File: config.mk
export PLATFORM = sky130hd
export DESIGN_NAME = uart_rx_ovs_fifo
export DESIGN_NICKNAME = d
export VERILOG_FILES = /design/src/rtl/uart_rx_ovs_fifo.sv
export SDC_FILE = /design/constraint.sdc
export NUM_CORES = 1
export LEC_CHECK = 0
export BUFFER_PORTS_ARGS = -buffer_cell sky130_fd_sc_hd__buf_2
export CORE_MARGIN = 1.5
export CORE_UTILIZATION = 65
export DETAILED_ROUTE_END_ITERATION = 8
export GPL_ROUTABILITY_DRIVEN = 0
export PLACE_DENSITY_LB_ADDON = 0.05
export RECOVER_POWER = 25
export SYNTH_ARGS = -nofsm -noshare
export SYNTH_HDL_FRONTEND = slang
export SYNTH_SLANG_ARGS = --single-unit
File: constraint.sdc
create_clock -name clk -period 4.9 [get_ports clk]
set_clock_uncertainty 0.1 [all_clocks]
set_input_delay 0.735 -clock clk [delete_from_list [all_inputs] [get_ports clk]]
set_output_delay 0.735 -clock clk [all_outputs]
set_load 0.1 [all_outputs]
File: src/rtl/uart_rx_ovs_fifo.sv
// 16x oversampled UART receiver with 3-sample majority vote, parity/framing/break tagging,
// and a show-ahead RX FIFO with sticky overrun.
module uart_rx_ovs_fifo #(
  parameter int FIFO_DEPTH  = 16,
  parameter int DIV_W       = 16,
  parameter int SYNC_STAGES = 2
) (
  input  logic                            clk,
  input  logic                            rst_n,
  input  logic [1:0]                      word_length,
  input  logic                            parity_en,
  input  logic                            parity_even,
  input  logic                            parity_stick,
  input  logic [DIV_W-1:0]                baud_div,
  input  logic                            rx,
  input  logic                            rd_en,
  input  logic                            fifo_flush,
  output logic [10:0]                     rd_data,
  output logic                            rd_valid,
  output logic [$clog2(FIFO_DEPTH+1)-1:0] fifo_count,
  output logic                            overrun
);
  localparam int CNT_W = $clog2(FIFO_DEPTH+1);
  localparam int PTR_W = $clog2(FIFO_DEPTH);

  typedef enum logic [2:0] {
    IDLE     = 3'd0,
    START    = 3'd1,
    DATA     = 3'd2,
    PARITY   = 3'd3,
    STOP     = 3'd4,
    BRK_WAIT = 3'd5
  } state_t;

  function automatic logic majority_f(input logic a, input logic b, input logic c);
    majority_f = (a & b) | (a & c) | (b & c);
  endfunction

  // Stick mode compares the bit alone; normal mode checks data+parity XOR against the target.
  function automatic logic parity_err_f(input logic [7:0] data, input logic pbit,
                                        input logic even, input logic stick);
    logic expected;
    expected = ~even;
    if (stick) begin
      parity_err_f = (pbit != expected);
    end else begin
      parity_err_f = ((^data ^ pbit) != expected);
    end
  endfunction

  state_t                 state_r, state_s;
  logic [SYNC_STAGES-1:0] sync_r;
  logic                   rx_s, rx_prev_r, fall_s;
  logic [DIV_W-1:0]       baud_cnt_r, div_s;
  logic                   tick_s, samp_s, end_s, vote_s, last_data_s, brk_s, push_s;
  logic [3:0]             tick_idx_r;
  logic                   s7_r, s8_r;
  logic [1:0]             wl_r;
  logic                   pen_r, peven_r, pstick_r;
  logic [2:0]             bit_cnt_r;
  logic [7:0]             data_r;
  logic                   pbit_r, perr_r;
  logic [10:0]            entry_s;

  logic [10:0]            mem_r [FIFO_DEPTH];
  logic [PTR_W-1:0]       wr_ptr_r, rd_ptr_r;
  logic [CNT_W-1:0]       count_r, count_s;
  logic                   rd_valid_r, overrun_r;
  logic                   pop_s, full_s, wr_s, ovr_set_s;

  // rx synchroniser and edge history, idle-high after reset
  always_ff @(posedge clk or negedge rst_n) begin
    if (!rst_n) begin
      sync_r    <= {SYNC_STAGES{1'b1}};
      rx_prev_r <= 1'b1;
    end else begin
      sync_r    <= {sync_r[SYNC_STAGES-2:0], rx};
      rx_prev_r <= rx_s;
    end
  end

  assign rx_s   = sync_r[SYNC_STAGES-1];
  assign fall_s = (state_r == IDLE) & rx_prev_r & ~rx_s;

  // baud_div of zero behaves as one so the tick never stalls
  always_comb begin
    if (baud_div == {DIV_W{1'b0}}) begin
      div_s = {{(DIV_W-1){1'b0}}, 1'b1};
    end else begin
      div_s = baud_div;
    end
  end

  assign tick_s = (baud_cnt_r >= (div_s - {{(DIV_W-1){1'b0}}, 1'b1}));

  // 1/16-bit tick counter, realigned to each detected start edge
  always_ff @(posedge clk or negedge rst_n) begin
    if (!rst_n) begin
      baud_cnt_r <= {DIV_W{1'b0}};
    end else if (fall_s || tick_s) begin
      baud_cnt_r <= {DIV_W{1'b0}};
    end else begin
      baud_cnt_r <= baud_cnt_r + {{(DIV_W-1){1'b0}}, 1'b1};
    end
  end

  assign samp_s      = tick_s & (tick_idx_r == 4'd9);
  assign end_s       = tick_s & (tick_idx_r == 4'd15);
  assign vote_s      = majority_f(s7_r, s8_r, rx_s);
  assign last_data_s = (bit_cnt_r == ({1'b0, wl_r} + 3'd4));
  assign brk_s       = (data_r == 8'h00) & (~pen_r | ~pbit_r) & ~vote_s;
  assign entry_s     = brk_s ? 11'h600 : {1'b0, ~vote_s, perr_r, data_r};

  // FSM state register
  always_ff @(posedge clk or negedge rst_n) begin
    if (!rst_n) begin
      state_r <= IDLE;
    end else begin
      state_r <= state_s;
    end
  end

  // FSM next state and push strobe
  always_comb begin
    state_s = state_r;
    push_s  = 1'b0;
    case (state_r)
      IDLE: begin
        state_s = fall_s ? START : IDLE;
      end
      START: begin
        if (samp_s && vote_s) begin
          state_s = IDLE;
        end else if (end_s) begin
          state_s = DATA;
        end else begin
          state_s = START;
        end
      end
      DATA: begin
        if (end_s && last_data_s) begin
          state_s = pen_r ? PARITY : STOP;
        end else begin
          state_s = DATA;
        end
      end
      PARITY: begin
        state_s = end_s ? STOP : PARITY;
      end
      STOP: begin
        if (samp_s) begin
          push_s  = 1'b1;
          state_s = brk_s ? BRK_WAIT : IDLE;
        end else begin
          state_s = STOP;
        end
      end
      BRK_WAIT: begin
        state_s = rx_s ? IDLE : BRK_WAIT;
      end
      default: begin
        state_s = IDLE;
      end
    endcase
  end

  // Frame datapath: config latch, vote samples, data and parity capture
  always_ff @(posedge clk or negedge rst_n) begin
    if (!rst_n) begin
      tick_idx_r <= 4'd0;
      s7_r       <= 1'b1;
      s8_r       <= 1'b1;
      wl_r       <= 2'd0;
      pen_r      <= 1'b0;
      peven_r    <= 1'b0;
      pstick_r   <= 1'b0;
      bit_cnt_r  <= 3'd0;
      data_r     <= 8'h00;
      pbit_r     <= 1'b0;
      perr_r     <= 1'b0;
    end else if (fall_s) begin
      tick_idx_r <= 4'd0;
      wl_r       <= word_length;
      pen_r      <= parity_en;
      peven_r    <= parity_even;
      pstick_r   <= parity_stick;
      bit_cnt_r  <= 3'd0;
      data_r     <= 8'h00;
      pbit_r     <= 1'b0;
      perr_r     <= 1'b0;
    end else begin
      if (tick_s) begin
        tick_idx_r <= tick_idx_r + 4'd1;
      end
      if (tick_s && (tick_idx_r == 4'd7)) begin
        s7_r <= rx_s;
      end
      if (tick_s && (tick_idx_r == 4'd8)) begin
        s8_r <= rx_s;
      end
      if (samp_s && (state_r == DATA)) begin
        data_r[bit_cnt_r] <= vote_s;
      end
      if (samp_s && (state_r == PARITY)) begin
        pbit_r <= vote_s;
        perr_r <= parity_err_f(data_r, vote_s, peven_r, pstick_r);
      end
      if (end_s && (state_r == DATA)) begin
        bit_cnt_r <= bit_cnt_r + 3'd1;
      end
    end
  end

  // FIFO control: flush wins over everything; a pop frees room for a push when full
  always_comb begin
    pop_s     = rd_en & rd_valid_r & ~fifo_flush;
    full_s    = (count_r == CNT_W'(FIFO_DEPTH));
    wr_s      = push_s & ~fifo_flush & (~full_s | pop_s);
    ovr_set_s = push_s & ~fifo_flush & full_s & ~pop_s;
    if (fifo_flush) begin
      count_s = {CNT_W{1'b0}};
    end else if (wr_s && !pop_s) begin
      count_s = count_r + CNT_W'(1);
    end else if (!wr_s && pop_s) begin
      count_s = count_r - CNT_W'(1);
    end else begin
      count_s = count_r;
    end
  end

  // FIFO pointers, occupancy and sticky overrun
  always_ff @(posedge clk or negedge rst_n) begin
    if (!rst_n) begin
      wr_ptr_r   <= {PTR_W{1'b0}};
      rd_ptr_r   <= {PTR_W{1'b0}};
      count_r    <= {CNT_W{1'b0}};
      rd_valid_r <= 1'b0;
      overrun_r  <= 1'b0;
    end else begin
      count_r    <= count_s;
      rd_valid_r <= (count_s != {CNT_W{1'b0}});
      if (fifo_flush) begin
        wr_ptr_r  <= {PTR_W{1'b0}};
        rd_ptr_r  <= {PTR_W{1'b0}};
        overrun_r <= 1'b0;
      end else begin
        if (wr_s) begin
          wr_ptr_r <= wr_ptr_r + PTR_W'(1);
        end
        if (pop_s) begin
          rd_ptr_r <= rd_ptr_r + PTR_W'(1);
        end
        if (ovr_set_s) begin
          overrun_r <= 1'b1;
        end
      end
    end
  end

  // FIFO storage
  always_ff @(posedge clk) begin
    if (wr_s) begin
      mem_r[wr_ptr_r] <= entry_s;
    end
  end

  assign rd_data    = rd_valid_r ? mem_r[rd_ptr_r] : 11'h000;
  assign rd_valid   = rd_valid_r;
  assign fifo_count = count_r;
  assign overrun    = overrun_r;

endmodule

* Yosys cells after proc, flatten, opt, wreduce, memory -nomap -nowiden
Memories as Yosys holds them, arrays and structs flattened. Index checks and enable logic that the tools add are counted.
Word-level totals: memories kept 1, logic and storage cells 143, bits in registers 61, bits in writable memories 176, output and inout bits 18
Memory list:
- mem_r | depth 16, width 11, rd ports 1, clocked after memory_dff 0, wr ports 1, RTL line 65 | logic [10:0] mem_r [FIFO_DEPTH];
Operators by class: add/sub/neg operators 9, reduce and logical (&&, ||, !) cells 27, equality and inequality tests 13, mux-type cells 41, magnitude comparators 3, bitwise gates (word level) 29
Operator list (number):
- $mux W16 | 2
- $mux W3 | 8
- $mux W4 | 6
- $mux W11 | 2
- $pmux W3 S6 | 1
- $add A16 B1 Y16 const B | 1
- $ge A16 B16 Y1 | 1
- $logic_not A16 Y1 | 1
- $mux W8 | 2
- $sub A16 B1 Y16 const B | 1
- $and A1 B1 Y1 | 15
- $mux W5 | 3
- $reduce_bool A2 Y1 | 7
- $mux W1 | 13
- $add A4 B1 Y4 const B | 3
- $eq A4 B4 Y1 const B | 3
- $logic_and A1 B1 Y1 | 10
- $not A1 Y1 | 9
- $bwmux W8 | 1
- $logic_not A8 Y1 | 1
- $reduce_xor A8 Y1 | 1
- $eq A3 B2 Y1 const B | 2
- $eq A3 B3 Y1 const B | 2
- $add A5 B1 Y5 const B | 1
- other kinds (19) | 26

* Longest topological paths before layout
Gate-level depths: netlist of run 1.
depth in word-level cells 15, depth in mapped cells 20, gate-level depth less buffers 19

* Worst setup path before layout of run 1
OpenSTA, ideal clock, no wires.
path kind input to register, from input port baud_div[6], to register rd_valid_r, in the netlist rd_valid, path slack -0.406 ns, stages on the path 19, arrival time 5.067 ns, buffers on the path 0, setup time 0.139 ns, cell sequence or4_1 -> nor4_1 -> nand2b_1 -> or3_1 -> nor2_1 -> nor2_1 -> ha_1 -> nand2_1 -> nor2_1 -> xnor2_1 -> ha_1 -> nand4_1 -> nor4_1 -> a32o_1 -> or2_2 -> and2_1 -> a22oi_1 -> mux2_4 -> or4_4
Between the ends: cells in the longest elaborated chain, start to end 15
RTL lines:
- start: declaration | RTL line 14 | input logic [DIV_W-1:0] baud_div,
- $logic_not A16 Y1 | RTL line 87 | if (baud_div == {DIV_W{1'b0}}) begin
- $mux W16 (*) | RTL line 87
- $sub A16 B1 Y16 (*) | RTL line 94 | assign tick_s = (baud_cnt_r >= (div_s - {{(DIV_W-1){1'b0}}, 1'b1}));
- $ge A16 B16 Y1 (*) | RTL line 94
- $and A1 B1 Y1 (*) | RTL line 107 | assign samp_s = tick_s & (tick_idx_r == 4'd9);
- $mux W1 (*) | RTL line 151 | if (samp_s) begin
- $mux W1 (*) | RTL line 127 | case (state_r)
- $and A1 B1 Y1 (*) (2 in series) | RTL line 218 | wr_s = push_s & ~fifo_flush & (~full_s | pop_s);
- $logic_not A1 Y1 | RTL line 224 | end else if (!wr_s && pop_s) begin
- $logic_and A1 B1 Y1 | RTL line 224
- $mux W5 | RTL line 224
- $mux W5 (*) | RTL line 222 | end else if (wr_s && !pop_s) begin
- $mux W5 (*) | RTL line 220 | if (fifo_flush) begin
- named net count_s[2] | RTL line 67 | logic [CNT_W-1:0] count_r, count_s;
- $reduce_bool A5 Y1 (*) | RTL line 241 | rd_valid_r <= (count_s != {CNT_W{1'b0}});
- end signal: assignment | RTL line 241
- end: declaration | RTL line 68 | logic rd_valid_r, overrun_r;
The timed path passes the listed nets; every way through them passes the cells marked *. A chain may end at the register's enable or synchronous reset.

* Worst setup path in the final report of run 1
from input port baud_div[9], to register rd_valid_r, in the netlist rd_valid
The elaborated chain is that of the path after synthesis.

==> results of run 1 <==
==> power by group <==
part / leakage [nW] / switching [W] / internal [W]
Combinational: 1.77 / 0.000708 / 0.000380
Clock: 0.385 / 0.000733 / 0.00109
Sequential: 2.47 / 0.000153 / 0.00228
Total: 4.63 / 0.00159 / 0.00374
==> layer usage <==
metal  vias up  track usage  wire (um)
met4         0       0.0646        366
met3        34       0.0366       1400
met1      3174        0.373       9060
li1       2808            -          -
met5         -            0          0
met2       246        0.491      11600
==> registers in the layout, summed over array words and instances (netlist names), 2 cells and up <==
register and cells:
baud_cnt_r 16, bit_cnt_r 3, data_r 8, fifo_count 5, mem_r 176, rd_ptr_r 4
state_r 3, sync_r 2, tick_idx_r 4, wl_r 2, wr_ptr_r 4
==> kinds of logic (layout without fill, tap and decap cells) <==
| kind of cell | count (synthesis) | count (layout) | share of synthesized area |
|---|---|---|---|
| AOI/OAI and AO/OA | 41 | 41 | 0.0282 |
| xor gates and xnor gates | 45 | 45 | 0.0370 |
| adders and majority gates | 34 | 34 | 0.0397 |
| buffers and inverters | 49 | 150 | 0.0176 |
| DFF | 237 | 237 | 0.641 |
| muxes | 69 | 69 | 0.131 |
| and+or+nand+nor | 228 | 228 | 0.106 |
==> synthesized netlist by cell type (2+ instances only) <==
cell | n | share of area
edfxtp_1 | 176 | 0.50
nor2_1 | 68 | 0.024
dfrtp_1 | 56 | 0.13
mux4_2 | 55 | 0.12
nand2_1 | 52 | 0.018
ha_1 | 33 | 0.039
and2_1 | 32 | 0.019
xnor2_1 | 26 | 0.021
inv_1 | 24 | 0.0085
xor2_1 | 19 | 0.016
clkbuf_1 | 16 | 0.0056
nand3_1 | 16 | 0.0075
a21oi_1 | 9 | 0.0042
and3_1 | 9 | 0.0053
mux2i_1 | 9 | 0.0085
nand4_1 | 9 | 0.0053
nor3_1 | 9 | 0.0042
nor4_1 | 9 | 0.0053
nor2b_1 | 7 | 0.0041
buf_1 | 6 | 0.0021
o21ai_0 | 6 | 0.0028
dfstp_2 | 5 | 0.012
a211oi_1 | 4 | 0.0028
a22oi_1 | 4 | 0.0028
nand3b_1 | 4 | 0.0028
a21o_1 | 3 | 0.0021
mux2_2 | 3 | 0.0032
nor3b_1 | 3 | 0.0021
o311ai_0 | 3 | 0.0025
buf_2 | 2 | 0.00094
mux2_4 | 2 | 0.0028
nand2b_1 | 2 | 0.0012
or3_1 | 2 | 0.0012
==> layout make-up <==
class	instances	area, um^2
clock inverter	10	104
clock buffer	34	689
timing repair buffer	82	676
tap	216	270
multi-input combinational	417	3780
inverter	24	90.1
fill	885	3520
sequential	237	6820
==> worst max path at each step <==
stage,slack (ns),to
final,0.18,rd_valid
after global placement,-0.28,rd_valid
after CTS,0.11,rd_valid
after detailed placement,-0.42,rd_valid
after global routing,-0.002,rd_valid
after floorplan,-0.12,rd_valid
==> metrics by stage <==
step | TNS [ns] | hold slack (ns) | total power [W] | instances
6_report | 0 | 0.225 | 0.00534 | 1020
5_1_grt | -0.00153 | 0.206 | 0.00554 | 1020
4_1_cts | 0 | 0.119 | 0.00538 | 1020
3_5_place_dp | -50.34 | 0.251 | 0.00356 | 976
3_3_place_gp | -30.84 | 0.248 | 0.00352 | 976
2_1_floorplan | -2.35 | 0.245 | 0.00329 | 703
==> worst max-delay path, delay by kind of cell <==
| family | cells | cell delay, ns |
|---|---|---|
| xor gates and xnor gates | 1 | 0.12 |
| AOI/OAI and AO/OA | 4 | 0.68 |
| buffers and inverters | 1 | 0.11 |
| and+or+nand+nor | 11 | 2.48 |
| adders and majority gates | 2 | 0.48 |
| muxes | 1 | 0.39 |
==> out/qor.yml, run 1 <==
outcome: "finished, violations left"
failed_checks: "capacitance limit, slew limit"
crit_start: "baud_div[9]"
rr_startpoint: "baud_cnt_r[0]"
dp_slack_ns: -0.419
path_max_fanout: 5
critPathMaxStageDelay_ns: 0.55
antenna_found_initial: 0
finalCriticalPeriod_ns: 4.72
synth-main-ff-cell: "edfxtp_1"
grt_pass1_wl_mm: 35.1
syn_inst: 703
mostFrequentLayoutCell: "edfxtp_1"
grt_max_degree: 40
start_kind: "primary input"
io_buffers: 43
grt_overflow: 0
area_delta_synth_final_pct: 16.7
hold_depth: 1
post_cts_buffers: 0
die_area_um2: 17200
core_um2: 15900
setup_viol: 0
io_pins: 44
r2r-end: "rd_valid"
totalWireLength_mm: 22.4
cts-root-buf: "clkbuf_16"
clkSinkCount: 237
rrSetupSlack_ns: 1.65
clkLatencyLatePin_ns: 0.51
cp_slowest_cell: "or4_4"
relSlewSlack: -0.370
post-route-period-util: 0.964
wl_per_cell_um: 22.0
end_kind: "flop"
h-tree-depth: 1
async_flop_share: 0.257
synth_seq_area_share: 0.641
setup_ws_ns: 0.179
grt_use_total: 0.278
hold_viol: 0
min_path_type: "in2reg"
dieHeight_um: 131
path_class: "in2reg"
die_width_um: 131
drc_errors: 0
syn_avg_cell_area_um2: 15.1
cap_viol_max_count: 2
ant_nets: 0
dpl-instance-area_um2: 11600
r2r_cells: 10
p_leak_nw: 4.63
drt-initial-drc-count: 570
grt_pass1_vias: 6352
final_nets: 845
hold_start: "rx"
path_cells: "buf_2, or4_4, nor4_4, nand2b_1, or3_4, nor2_4, nor2_2, ha_4, nand2_4, nor2_1, xnor2_1, ha_1, nand4_1, nor4_2, a32o_2, o21a_4, a21oi_4, a22oi_2, mux2_2, or4_4"
final_area_um2: 12400
synthesis.area_um2: 10600
peakVddDrop_mv: 0.467
n_antenna_cell: 0
routed-via-count: 6262
p_per_area_nw_per_um2: 430
worstHoldEndpoint: "sync_r[0]"
crit_required_ns: 5.17
synth_warnings: 0
syn-num-nets: 762
clk_path_buf_depth: 3
path_clk_slew_ns: 0.06
final_layout_size_suffix_gt1_frac: 0.265
ctsResizeCount: 0
synth.distinct_cells: 53
dpl.hpwl_mm: 14.5
crit_path_frequent_cell: "or4_4"
drv_slew: 73
synth-seq-cells: 237
final_util: 0.779
fmax_mhz: 212
cts_hold_buf: 0
first_pass_iters: 6
synth_edf_count: 176
cp.arrival_ns: 4.99
cts_buffers: 24
start_util: 0.668
cts_tree: "built"
rows: 46
worst_pin_slew_ns: 2.05
layout_common_cells: "edfxtp_1, nor2_1, mux4_2, dfrtp_1, nand2_1"
vias_per_cell: 6.14
No activity file was read; power rests on OpenSTA's default activity.
==> run 2, diff against run 1 <==
CORE_MARGIN = default   (was 1.5)
==> run 2 against run 1 <==
Net effect: the run still ends with capacitance limit, slew limit left; worst hold slack better by 0.0093 ns; combinational power about the same; sequential share of layout area up 0.38 points; critical path type unchanged.
==> out/qor.yml, run 2 (synthesis results as in run 1) <==
clkLatencyLatePin_ns: 0.50
area_delta_synth_final_pct: 15.9
core_um2: 15900
layout_common_cells: "edfxtp_1, nor2_1, mux4_2, dfrtp_1, nand2_1"
totalWireLength_mm: 23.0
crit_path_frequent_cell: "or4_4"
top_register: "mem_r"
crit_required_ns: 5.17
largest_reg_flops: 176
grt_pass1_vias: 6481
start_kind: "primary input"
io_pins: 44
hold_viol: 0
fmax_mhz: 210
wl_per_cell_um: 22.6
first_pass_iters: 4
power_w: 0.00528
grt_use_total: 0.294
grt_pass1_wl_mm: 36.1
cts_buffers: 23
crit_family: "simple AND/OR/NAND/NOR gates"
final_nets: 844
routed-via-count: 6260
rr_startpoint: "sync_r[1]"
pwr-share-clk: 0.332
die_width_um: 130
cp_slowest_cell: "or4_4"
p_leak_nw: 4.59
post-route-period-util: 0.971
critPathCapture: "rd_valid"
rows: 46
io_buffers: 43
relSlewSlack: -0.532
path_cells: "buf_2, or4_4, nor4_4, nand2b_1, or3_4, nor2_4, nor2_2, ha_4, nand2_4, nor2_1, xnor2_1, ha_1, nand4_1, nor4_2, a32o_2, o21a_4, a21oi_4, a22oi_2, mux2_2, or4_4"
final_cells: 1018
setup_viol: 0
outcome: "finished, violations left"
r2r-end: "mem_r[8][0]"
path_max_fanout: 5
p_sw_frac: 0.299
r2r_cells: 4
die_area_um2: 16900
crit_buf_inv: 1
min_path_type: "in2reg"
failed_checks: "capacitance limit, slew limit"
crit_start: "baud_div[9]"
critPathMaxStageDelay_ns: 0.55
cap_viol_max_count: 2
finalCriticalPeriod_ns: 4.76
cts_tree: "built"
final_layout_size_suffix_gt1_frac: 0.263
top_regs: "mem_r x176, baud_cnt_r x16, data_r x8"
vias_per_cell: 6.15
path_clk_slew_ns: 0.06
drc_errors: 0
tns_ns: 0
worst_pin_slew_ns: 2.30
dieHeight_um: 130
comb_power_share: 0.210
p_per_area_nw_per_um2: 428
drt-initial-drc-count: 398
cts-root-buf: "clkbuf_16"
drv_slew: 89
grt_overflow: 0
ant_nets: 0
place_inst: 973
grt_max_degree: 48
rrSetupSlack_ns: 1.67
internal_power_w: 0.00370
start_util: 0.668
path_class: "in2reg"
cp.arrival_ns: 5.03
dpl-instance-area_um2: 11600
path_depth: 20
power.switching_w: 0.00158
peakVddDrop_mv: 0.460
clkSinkCount: 237
h-tree-depth: 1
cts_hold_buf: 0
end_kind: "flop"
dpl.hpwl_mm: 14.7
p_seq_frac: 0.457
final_area_um2: 12300
clk_path_buf_depth: 3
antenna_found_initial: 2
mostFrequentLayoutCell: "edfxtp_1"
run 2: cell types whose count changed in the layout (fill, tap and decap cells not counted), sizes merged:
cell and change:
buf -1, diode +1, clkbuf -2, clkinvlp -1, clkinv +2, inv -1
run 2: worst min path at each step:
stage / start / end / cells after the start
after floorplan: sync_r[0] / sync_r[1] / 0
after global placement: sync_r[0] / sync_r[1] / 0
after detailed placement: sync_r[0] / sync_r[1] / 0
after CTS: rst_n / pen_r / 1
after global routing: rx / sync_r[0] / 1
final: rx / sync_r[0] / 1
run 2: timing repair:
action | CTS | global route
setup endpoints to repair | 0 | 180
resized for setup | 0 | 11
buffers inserted | 0 | 3
run 2: power by group through the flow:
| stage | Clock, W | Sequential, W | Combinational [W] |
|---|---|---|---|
| final | 0.00176 | 0.00241 | 0.00111 |
| after detailed placement | 0 | 0.00245 | 0.00111 |
| after floorplan | 0 | 0.00252 | 0.000771 |
| after global placement | 0 | 0.00244 | 0.00108 |
| after global routing | 0.00184 | 0.00243 | 0.00120 |
| after CTS | 0.00177 | 0.00241 | 0.00112 |
run 2: metrics by stage:
step                utilization  worst slack (ns)  hold slack (ns)
CTS                       0.772           0.00785           0.0965
global route              0.774           -0.0244            0.221
detailed placement        0.725            -0.477            0.253
floorplan                     -            -0.119            0.245
global placement          0.725            -0.258            0.247
finish                    0.774             0.142            0.234
run 2: layout make-up:
type	instances	area, um^2
Sequential cell	237	6820
Multi-Input combinational cell	417	3790
Fill cell	907	3600
Clock buffer	31	656
Timing Repair Buffer	82	609
Tap cell	216	270
Clock inverter	10	98.8
Inverter	24	90.1
Antenna cell	1	2.50
run 2: worst register-to-register path, cell delays in order, from the launching register on:
cell and delay [ns]:
dfstp_1 0.42, maj3_1 0.47, a211oi_1 0.44, clkbuf_1 0.79
nor2_1 0.58
run 2: metal layers:
layer,global-route usage,up-vias,part of all wire
met2,0.536,209,0.53
met1,0.361,3190,0.39
met4,0.0903,0,0.024
met5,0,-,0
met3,0.0459,48,0.054
li1,-,2813,-
